$ cat config.mk
export PLATFORM = sky130hd
export DESIGN_NAME = window_seq_ctrl
export DESIGN_NICKNAME = d
export VERILOG_FILES = /design/src/rtl/conv_pkg.sv /design/src/rtl/window_seq_ctrl_raster_counter.sv /design/src/rtl/window_seq_ctrl.sv
export SDC_FILE = /design/constraint.sdc
export NUM_CORES = 1
export LEC_CHECK = 0
export ABC_AREA = 1
export ABC_CLOCK_PERIOD_IN_PS = 2150
export BUFFER_PORTS_ARGS = -buffer_cell sky130_fd_sc_hd__buf_4
export CAP_MARGIN = 20
export CORE_MARGIN = 2
export CORE_UTILIZATION = 52
export DETAILED_ROUTE_END_ITERATION = 8
export HOLD_SLACK_MARGIN = 0.02
export PLACE_DENSITY_LB_ADDON = 0.2
export RECOVER_POWER = 100
export SLEW_MARGIN = 0
export SYNTH_ARGS = -nofsm -noshare
export SYNTH_HDL_FRONTEND = slang
export SYNTH_HIERARCHICAL = 1
export SYNTH_SLANG_ARGS = --single-unit
$ cat constraint.sdc
create_clock -name clk -period 2.15 [get_ports clk]
set_clock_uncertainty 0.2 [all_clocks]
set_input_delay 0.645 -clock clk [delete_from_list [all_inputs] [get_ports clk]]
set_output_delay 0.645 -clock clk [all_outputs]
set_load 0.01 [all_outputs]
$ cat src/rtl/conv_pkg.sv
// Shared definitions for the convolution accelerator sequencers.
//   state_t  : sequencer state (IDLE / STREAM / DONE), 2-bit, IDLE = 0
//   COORD_W  : width of row/column coordinates and frame dimensions
//   WCOUNT_W : width of the emitted-window counter
//   MIN_DIM  : smallest frame dimension that still holds one 3x3 window
package conv_pkg;

  localparam int COORD_W  = 8;
  localparam int WCOUNT_W = 16;

  localparam logic [COORD_W-1:0] MIN_DIM = 8'd3;

  typedef enum logic [1:0] {
    IDLE   = 2'd0,
    STREAM = 2'd1,
    DONE   = 2'd2
  } state_t;

endpackage

$ cat src/rtl/window_seq_ctrl_raster_counter.sv
// raster_counter: row/column position of the pixel being accepted now.
//   clk, rst_n     : clock, asynchronous active-low reset
//   clr            : return to (0,0) at frame start
//   en             : advance one pixel in raster order
//   width, height  : latched frame dimensions
//   row, col       : coordinate of the current (not yet accepted) pixel
//   last           : current pixel is the final one of the frame
module raster_counter
  import conv_pkg::*;
(
  input  logic               clk,
  input  logic               rst_n,
  input  logic               clr,
  input  logic               en,
  input  logic [COORD_W-1:0] width,
  input  logic [COORD_W-1:0] height,
  output logic [COORD_W-1:0] row,
  output logic [COORD_W-1:0] col,
  output logic               last
);

  logic col_end;

  assign col_end = (col == width - 8'd1);
  assign last    = col_end && (row == height - 8'd1);

  always_ff @(posedge clk or negedge rst_n) begin
    if (!rst_n) begin
      row <= '0;
      col <= '0;
    end else if (clr) begin
      row <= '0;
      col <= '0;
    end else if (en) begin
      if (col_end) begin
        col <= '0;
        // Wrap the row too on the last pixel so the counter idles at (0,0).
        row <= last ? '0 : row + 8'd1;
      end else begin
        col <= col + 8'd1;
      end
    end
  end

endmodule

$ cat src/rtl/window_seq_ctrl.sv
// window_seq_ctrl: raster-scan sequencer for the 3x3 window collector.
//   clk, rst_n            : clock, asynchronous active-low reset
//   start                 : frame start, sampled only in IDLE
//   cfg_width, cfg_height : frame dimensions, latched on start
//   in_valid / in_ready   : upstream pixel handshake
//   win_ready             : downstream MAC can take a window
//   shift_en              : collector advance (the accept strobe)
//   win_valid             : collector taps hold a complete window
//   win_row, win_col      : window centre, meaningful while win_valid
//   win_count             : windows emitted since start (saturating)
//   busy                  : streaming a frame
//   done                  : one-cycle frame-end pulse
//   cfg_err               : last start carried an illegal configuration
module window_seq_ctrl
  import conv_pkg::*;
#(
  parameter int IMAGE_WIDTH  = 128,
  parameter int IMAGE_HEIGHT = 128
) (
  input  logic                clk,
  input  logic                rst_n,
  input  logic                start,
  input  logic [COORD_W-1:0]  cfg_width,
  input  logic [COORD_W-1:0]  cfg_height,
  input  logic                in_valid,
  output logic                in_ready,
  input  logic                win_ready,
  output logic                shift_en,
  output logic                win_valid,
  output logic [COORD_W-1:0]  win_row,
  output logic [COORD_W-1:0]  win_col,
  output logic [WCOUNT_W-1:0] win_count,
  output logic                busy,
  output logic                done,
  output logic                cfg_err
);

  // One extra bit so a 128/256-style maximum compares without truncation.
  localparam logic [COORD_W:0] MAX_W = (COORD_W+1)'(IMAGE_WIDTH);
  localparam logic [COORD_W:0] MAX_H = (COORD_W+1)'(IMAGE_HEIGHT);

  state_t             state;
  logic [COORD_W-1:0] w_q;
  logic [COORD_W-1:0] h_q;
  logic [COORD_W-1:0] row;
  logic [COORD_W-1:0] col;
  logic               last;
  logic               accept;
  logic               start_go;
  logic               cfg_bad;

  assign cfg_bad = (cfg_width < MIN_DIM) || (cfg_height < MIN_DIM) ||
                   ({1'b0, cfg_width} > MAX_W) || ({1'b0, cfg_height} > MAX_H);

  assign start_go = (state == IDLE) && start;

  // Ready follows the MAC directly so a stall freezes the raster in the same cycle.
  assign in_ready = (state == STREAM) && win_ready;
  assign accept   = in_valid && in_ready;
  assign shift_en = accept;

  // The live pixel is collector tap 9, so the window is judged on the accepting
  // beat itself; columns/rows 0-1 would wrap across rows or read stale lines.
  assign win_valid = accept && (row >= 8'd2) && (col >= 8'd2);
  assign win_row   = win_valid ? row - 8'd1 : '0;
  assign win_col   = win_valid ? col - 8'd1 : '0;

  raster_counter u_raster (
    .clk    (clk),
    .rst_n  (rst_n),
    .clr    (start_go),
    .en     (accept),
    .width  (w_q),
    .height (h_q),
    .row    (row),
    .col    (col),
    .last   (last)
  );

  always_ff @(posedge clk or negedge rst_n) begin
    if (!rst_n) begin
      state     <= IDLE;
      w_q       <= '0;
      h_q       <= '0;
      win_count <= '0;
      cfg_err   <= 1'b0;
      busy      <= 1'b0;
      done      <= 1'b0;
    end else begin
      case (state)
        IDLE: begin
          done <= 1'b0;
          if (start) begin
            w_q       <= cfg_width;
            h_q       <= cfg_height;
            win_count <= '0;
            cfg_err   <= cfg_bad;
            if (cfg_bad) begin
              state <= DONE;
              done  <= 1'b1;
            end else begin
              state <= STREAM;
              busy  <= 1'b1;
            end
          end
        end
        STREAM: begin
          if (win_valid && (win_count != '1)) begin
            win_count <= win_count + 16'd1;
          end
          if (accept && last) begin
            state <= DONE;
            busy  <= 1'b0;
            done  <= 1'b1;
          end
        end
        DONE: begin
          state <= IDLE;
          done  <= 1'b0;
        end
        default: begin
          state <= IDLE;
          busy  <= 1'b0;
          done  <= 1'b0;
        end
      endcase
    end
  end

endmodule

# [Word-level counts from Yosys, hierarchy flattened]
# Index checks and enable logic that the tools add are counted.
[totals] in_bits=21 regBits=53 out_inout_bits=38 elab_cells=76
[classes] muxes=24 eq_ne=9 n_bitwise=1 reduce_logical=20 order_cmp=6 add_sub_neg=7
[op_table] op="2-to-1 mux 8 bit" count=9
[op_table] op="2-to-1 mux 16 bit" count=2
[op_table] op="case mux 16 bit (2 select lines)" count=1
[op_table] op="subtractor 8 x 1 -> 8 bit, second input constant" count=4
[op_table] op="adder 16 x 1 -> 16 bit, second input constant" count=1
[op_table] op="adder 8 x 1 -> 8 bit, second input constant" count=2
[op_table] op="== test 8 bit" count=2
[op_table] op="greater-or-equal comparator 8 x 2 -> 1 bit, second input constant" count=2
[op_table] op="> comparator 8 bit, second input constant" count=2
[op_table] op="< comparator 8 x 2 -> 1 bit, second input constant" count=2
[op_table] op="inequality test 16 bit, second input constant" count=1
[op_table] op="logical AND 1 bit" count=8
[op_table] op="2-to-1 mux 1 bit" count=6
[op_table] op="2-to-1 mux 2 bit" count=3
[op_table] op="AND reduction 2 bit" count=3
[op_table] op="nonzero test 2 bit" count=3
[op_table] op="inequality test 2 x 1 -> 1 bit, second input constant" count=2
[op_table] op="inequality test 2 bit, second input constant" count=2
[op_table] op="case mux 2 bit (2 select lines)" count=1
[op_table] op="AND reduction 4 bit" count=1
[op_table] op="logical OR 1 bit" count=3
[op_table] op="case mux 1 bit (3 select lines)" count=1
[op_table] op="AND reduction 3 bit" count=1
[op_table] op="== test 2 x 1 -> 1 bit, second input constant" count=1
[op_table] op="4 further kinds" count=4

# [Logic depth before layout (Yosys ltp)]
[logic_depth] depth_word=8 mapped_depth=18 depth_no_buf=18

# [Modules after synthesis]
# Netlist, hierarchy kept.
[modules_own_cells] mod="window_seq_ctrl" n_inst=1 area_per_inst_um2=2462.4 seq_area_each_um2=925.9 cells_per_inst=359
[modules_own_cells] mod="raster_counter" n_inst=1 area_per_inst_um2=1478.9 seq_area_each_um2=400.4 cells_per_inst=242

# [Least setup slack after synthesis]
# Ideal clock, no wire load.
[synth_path] path_kind="input port to output port" from="input port win_ready" to="output port win_col[5]" n_path_buf=1 path_slack_ps=-217 stages=7 arrival_ps=1522 t_required_ps=1305 path_cell_list="inv_1 -> nor2_8 -> nand2_2 -> nor2_4 -> nand2_2 -> buf_2 -> nor2_1"
[synth_between] elab_chain_cells=5
[synth_lines] item="start, declared" line="window_seq_ctrl.sv:27" rtl="input logic win_ready,"
[synth_lines] item="logical AND 1 bit" line="window_seq_ctrl.sv:58" rtl="assign in_ready = (state == STREAM) && win_ready;"
[synth_lines] item="named net in_ready" line="window_seq_ctrl.sv:26" rtl="output logic in_ready,"
[synth_lines] item="logical AND 1 bit" line="window_seq_ctrl.sv:59" rtl="assign accept = in_valid && in_ready;"
[synth_lines] item="logical AND 1 bit (2 in a row)" line="window_seq_ctrl.sv:64" rtl="assign win_valid = accept && (row >= 8'd2) && (col >= 8'd2);"
[synth_lines] item="2-to-1 mux 8 bit" line="window_seq_ctrl.sv:66" rtl="assign win_col = win_valid ? col - 8'd1 : '0;"
[synth_lines] item="end, declared" line="window_seq_ctrl.sv:31" rtl="output logic [COORD_W-1:0] win_col,"
# The timed path passes the listed nets, and every way through them passes these cells.

# [Worst setup path after layout]
[layout_path] from="register u_raster.col[0]" to="output port win_col[2]"
[layout_between] elab_chain_cells=3 elab_cells_between_ends=4 cone_classes="1 x add/sub; 1 x order compare; 1 x mux; 1 x reduce/logical"
[layout_lines] item="start, declared" line="window_seq_ctrl_raster_counter.sv:18" rtl="output logic [COORD_W-1:0] col,"
[layout_lines] item="start signal, assigned" line="window_seq_ctrl_raster_counter.sv:40" rtl="col <= col + 8'd1;"
[layout_lines] item="greater-or-equal comparator 8 x 2 -> 1 bit" line="window_seq_ctrl.sv:64"
[layout_lines] item="logical AND 1 bit" line="window_seq_ctrl.sv:64"
[layout_lines] item="2-to-1 mux 8 bit (*)" line="window_seq_ctrl.sv:66"
# Mark *: on every way between the ends. The rest lies on a longest branch, timed or not.

==> impl_metrics.yaml <==
sta:
  timing.hold.ws_ns: 0.2907
  clock.fmax_ghz: 0.3745
  rsz0062_at_grt: "yes"
  min_period_over_period_pct: 124.2
  relSlewSlack_pct: 22.19
  worst_pin_slew_ns: 1.167
  finalHoldViolCount: 0
  layout_min_cycle_time_ns: 2.670
  setup_tns_ns: -9.388
  drv_slew: 0
  setup_viol: 49
  fin_ws_ns: -0.5204
final_layout:
  layout.nets: 764
  register_area_um2: 1329
  final_cell_area_um2: 5537
  final_cell_mix: "nand2_1 (182), buf_4 (81), nor2_1 (80)"
  area_growth_pct: 40.48
  multi_input_area_um2: 2629
  fillers: 588
  final_common_cell: "nand2_1"
  final_util_pct: 75.93
  diodes: 0
  drive_above_1_share_pct: 28.84
drt:
  wl_per_cell_um: 13.14
  antenna_left: 0
  first_iter_violations: 137
  wl_um: 10960
  drc_errors: 0
  via_per_inst: 5.150
  num_vias: 4295
  drtPass1Iterations: 5
power_and_ir_drop:
  p_leak_nw: 2.924
  total_power_w: 0.002549
  powerDensity_nw_per_um2: 460.4
  peakVddDrop_mv: 0.3208
synthesis:
  synth_warnings: 6
  synth_nets: 631
  synth_seq_cells: 53
  synth.area.mux_share_pct: 0
  synth_seq_area_share_pct: 33.65
  synth.top_cell.area_share_pct: 33.65
  synth.area.top_cells: "dfrtp_1 (34%), nand2_1 (19%), nor2_1 (9.9%), nand3_1 (6.9%), inv_1 (6.7%)"
  synth_top_family_by_area: "simple AND/OR/NAND/NOR gates"
  synthesis.area_um2: 3941
  synth-compound-area-share_pct: 4.159
  synth_edf_count: 0
  yosys.area_share.simple_pct: 42.73
  ys.flop_type: "dfrtp_1"
  synth_cells: 601
  ys_types: 34
  synth_xor_area_share_pct: 8.000
  synthAdderAreaFrac_pct: 2.857
  syn_avg_cell_area_um2: 6.558
  synth_async_sr_flop_share_pct: 100.0
  yosysTopAreaCell: "dfrtp_1"
critical_path:
  rr_worst_depth: 15
  crit_cells: 10
  arrival_ns: 1.83
  crit_buf_inv: 4
  cp-endpoint: "win_col[2]"
  path_class: "register to primary output"
  critPathMaxFanout: 6
  reg2reg_from: "u_raster/col[1]$_DFFE_PN0P_"
  r2r-end: "busy$_DFFE_PN0P_"
  worst_path_most_repeated_cell: "inv_2"
  cp-end-kind: "primary output"
  rrSetupSlack_ns: -0.16
  worstSetupStartpoint: "u_raster/col[0]$_DFFE_PN0P_"
  path_cells: "inv_2 > ha_4 > inv_2 > nand4_1 > nor2_2 > nor2_4 > nand2_8 > buf_6 > a21oi_2 > buf_4"
  cp-start-kind: "register"
  path_delay_family: "simple AND/OR/NAND/NOR gates"
  crit_path_max_incr_delay_ns: 0.41
  worst-endpoint-required_ns: 1.30
  slowest_stage: "dfrtp_2"
placement:
  place_area_um2: 5039
  place.gp.congestion: 0.8882
  dp_hpwl_um: 7508
  io_buffers: 58
grt:
  antenna_found_initial: 0
  grt_pass1_vias: 4050
  grt_pass1_wl_um: 17750
  grt_max_degree: 49
  grt_overflow: 0
  grt.total_usage_pct: 25.72
run_status:
  status: "finished, violations left"
  failed_checks: "negative setup slack"
floorplanning:
  initial_core_util_pct: 54.05
  boundaryPins: 59
  die_area_um2: 8292
  core_um2: 7292
  rows: 31
  fp.dieH_um: 91.06
  die_w_um: 91.06
clocking:
  cts.sinks: 53
  clk_latency_ns: 0.30
  clk_path_buf_depth: 2
  numCtsBuffers: 5
  clkTransAtPathRegs_ns: 0.09
  cts_max_level: 2
  tritoncts: "done"
  root_buffer: "clkbuf_8"
  cts_hold_buf: 0
job:
  max-cap-violations: 0
hold_path:
  min_path_type: "register to register"
[metrics by stage]
stage	setup slack, ns	cells
6_report	-0.5204	834
3_5_place_dp	-0.3624	802
4_1_cts	-0.4480	830
3_3_place_gp	-0.3149	802
2_1_floorplan	-0.09730	601
5_1_grt	-0.5768	834
[routing by layer]
metal | part of all wire (%) | vias to the layer above | wire (µm) | global-route usage (%)
met3 | 3.9 | 22 | 429 | 3.568
met4 | 1.8 | 0 | 195 | 6.313
li1 | - | 2128 | - | -
met5 | 0 | - | 0 | 0
met1 | 40 | 2032 | 4403 | 29.80
met2 | 54 | 113 | 5930 | 49.38
[flip-flops by register name, summed over array words and instances (netlist names)]
signal / count
busy: 1
u_raster/col: 8
done: 1
win_count: 16
w_q: 8
u_raster/row: 8
h_q: 8
state: 2
cfg_err: 1
[cell families (layout without fill, tap and decap cells)]
group	count (synthesis)	in the layout
buffers and inverters	84	216
adder cells (fa/ha/maj)	9	9
AND/OR/NAND/NOR	389	391
flip-flops	53	53
XOR/XNOR	36	36
AO/OA/AOI/OAI	30	30
[area by class of cell]
class	count	area share [%]
Clock inverter	2	0.1808
Tap cell	99	2.237
Inverter	74	5.198
Clock buffer	6	1.311
Sequential cell	53	24.00
Timing Repair Buffer	134	19.59
Multi-Input combinational cell	466	47.48
[worst min-delay path, cell delays in order (launching register included)]
cell and delay [ns]:
dfrtp_1 0.35, nand2_1 0.06, nand2_1 0.05
[Yosys cell counts, types with 2 or more instances]
library cell	instances
a21oi_1	8
buf_2	2
buf_6	2
clkbuf_1	4
clkinv_1	2
dfrtp_1	53
ha_1	9
inv_1	70
nand2_1	195
nand2_2	3
nand3_1	54
nand3_2	3
nand3b_1	2
nand4_1	9
nor2_1	104
nor2_2	3
nor2_4	3
nor3_1	5
o21ai_0	20
or2_2	2
xnor2_1	13
xor2_1	23
[where the power goes]
| group | switching, W | total [W] | internal [W] |
|---|---|---|---|
| registers | 0.0000379 | 0.00109 | 0.00105 |
| logic | 0.000491 | 0.000916 | 0.000424 |
| clock network | 0.000318 | 0.000545 | 0.000227 |
| total | 0.000847 | 0.00255 | 0.00170 |
[how the worst min path moves through the flow]
| stage | startpoint | end | slack, ns | cells past startpoint |
|---|---|---|---|---|
| after detailed placement | cfg_err$_DFFE_PN0P_ | cfg_err$_DFFE_PN0P_ | 0.28 | 2 |
| final | cfg_err$_DFFE_PN0P_ | cfg_err$_DFFE_PN0P_ | 0.29 | 2 |
| after floorplan | rst_n | busy$_DFFE_PN0P_ | 0.15 | 0 |
| after CTS | rst_n | cfg_err$_DFFE_PN0P_ | 0.03 | 1 |
| after global routing | done$_DFFE_PN0P_ | done$_DFFE_PN0P_ | 0.33 | 2 |
| after global placement | cfg_err$_DFFE_PN0P_ | cfg_err$_DFFE_PN0P_ | 0.27 | 2 |
[what timing repair did]
item / CTS / global route
cloned: 1 / 1
endpoints found under the setup margin: 30 / 45
pin swaps: 22 / 20
gates resized for setup: 46 / 42
setup buffers: 19 / 6
hold endpoints to repair: 0 / 0
No activity file was read; power rests on OpenSTA's default activity.
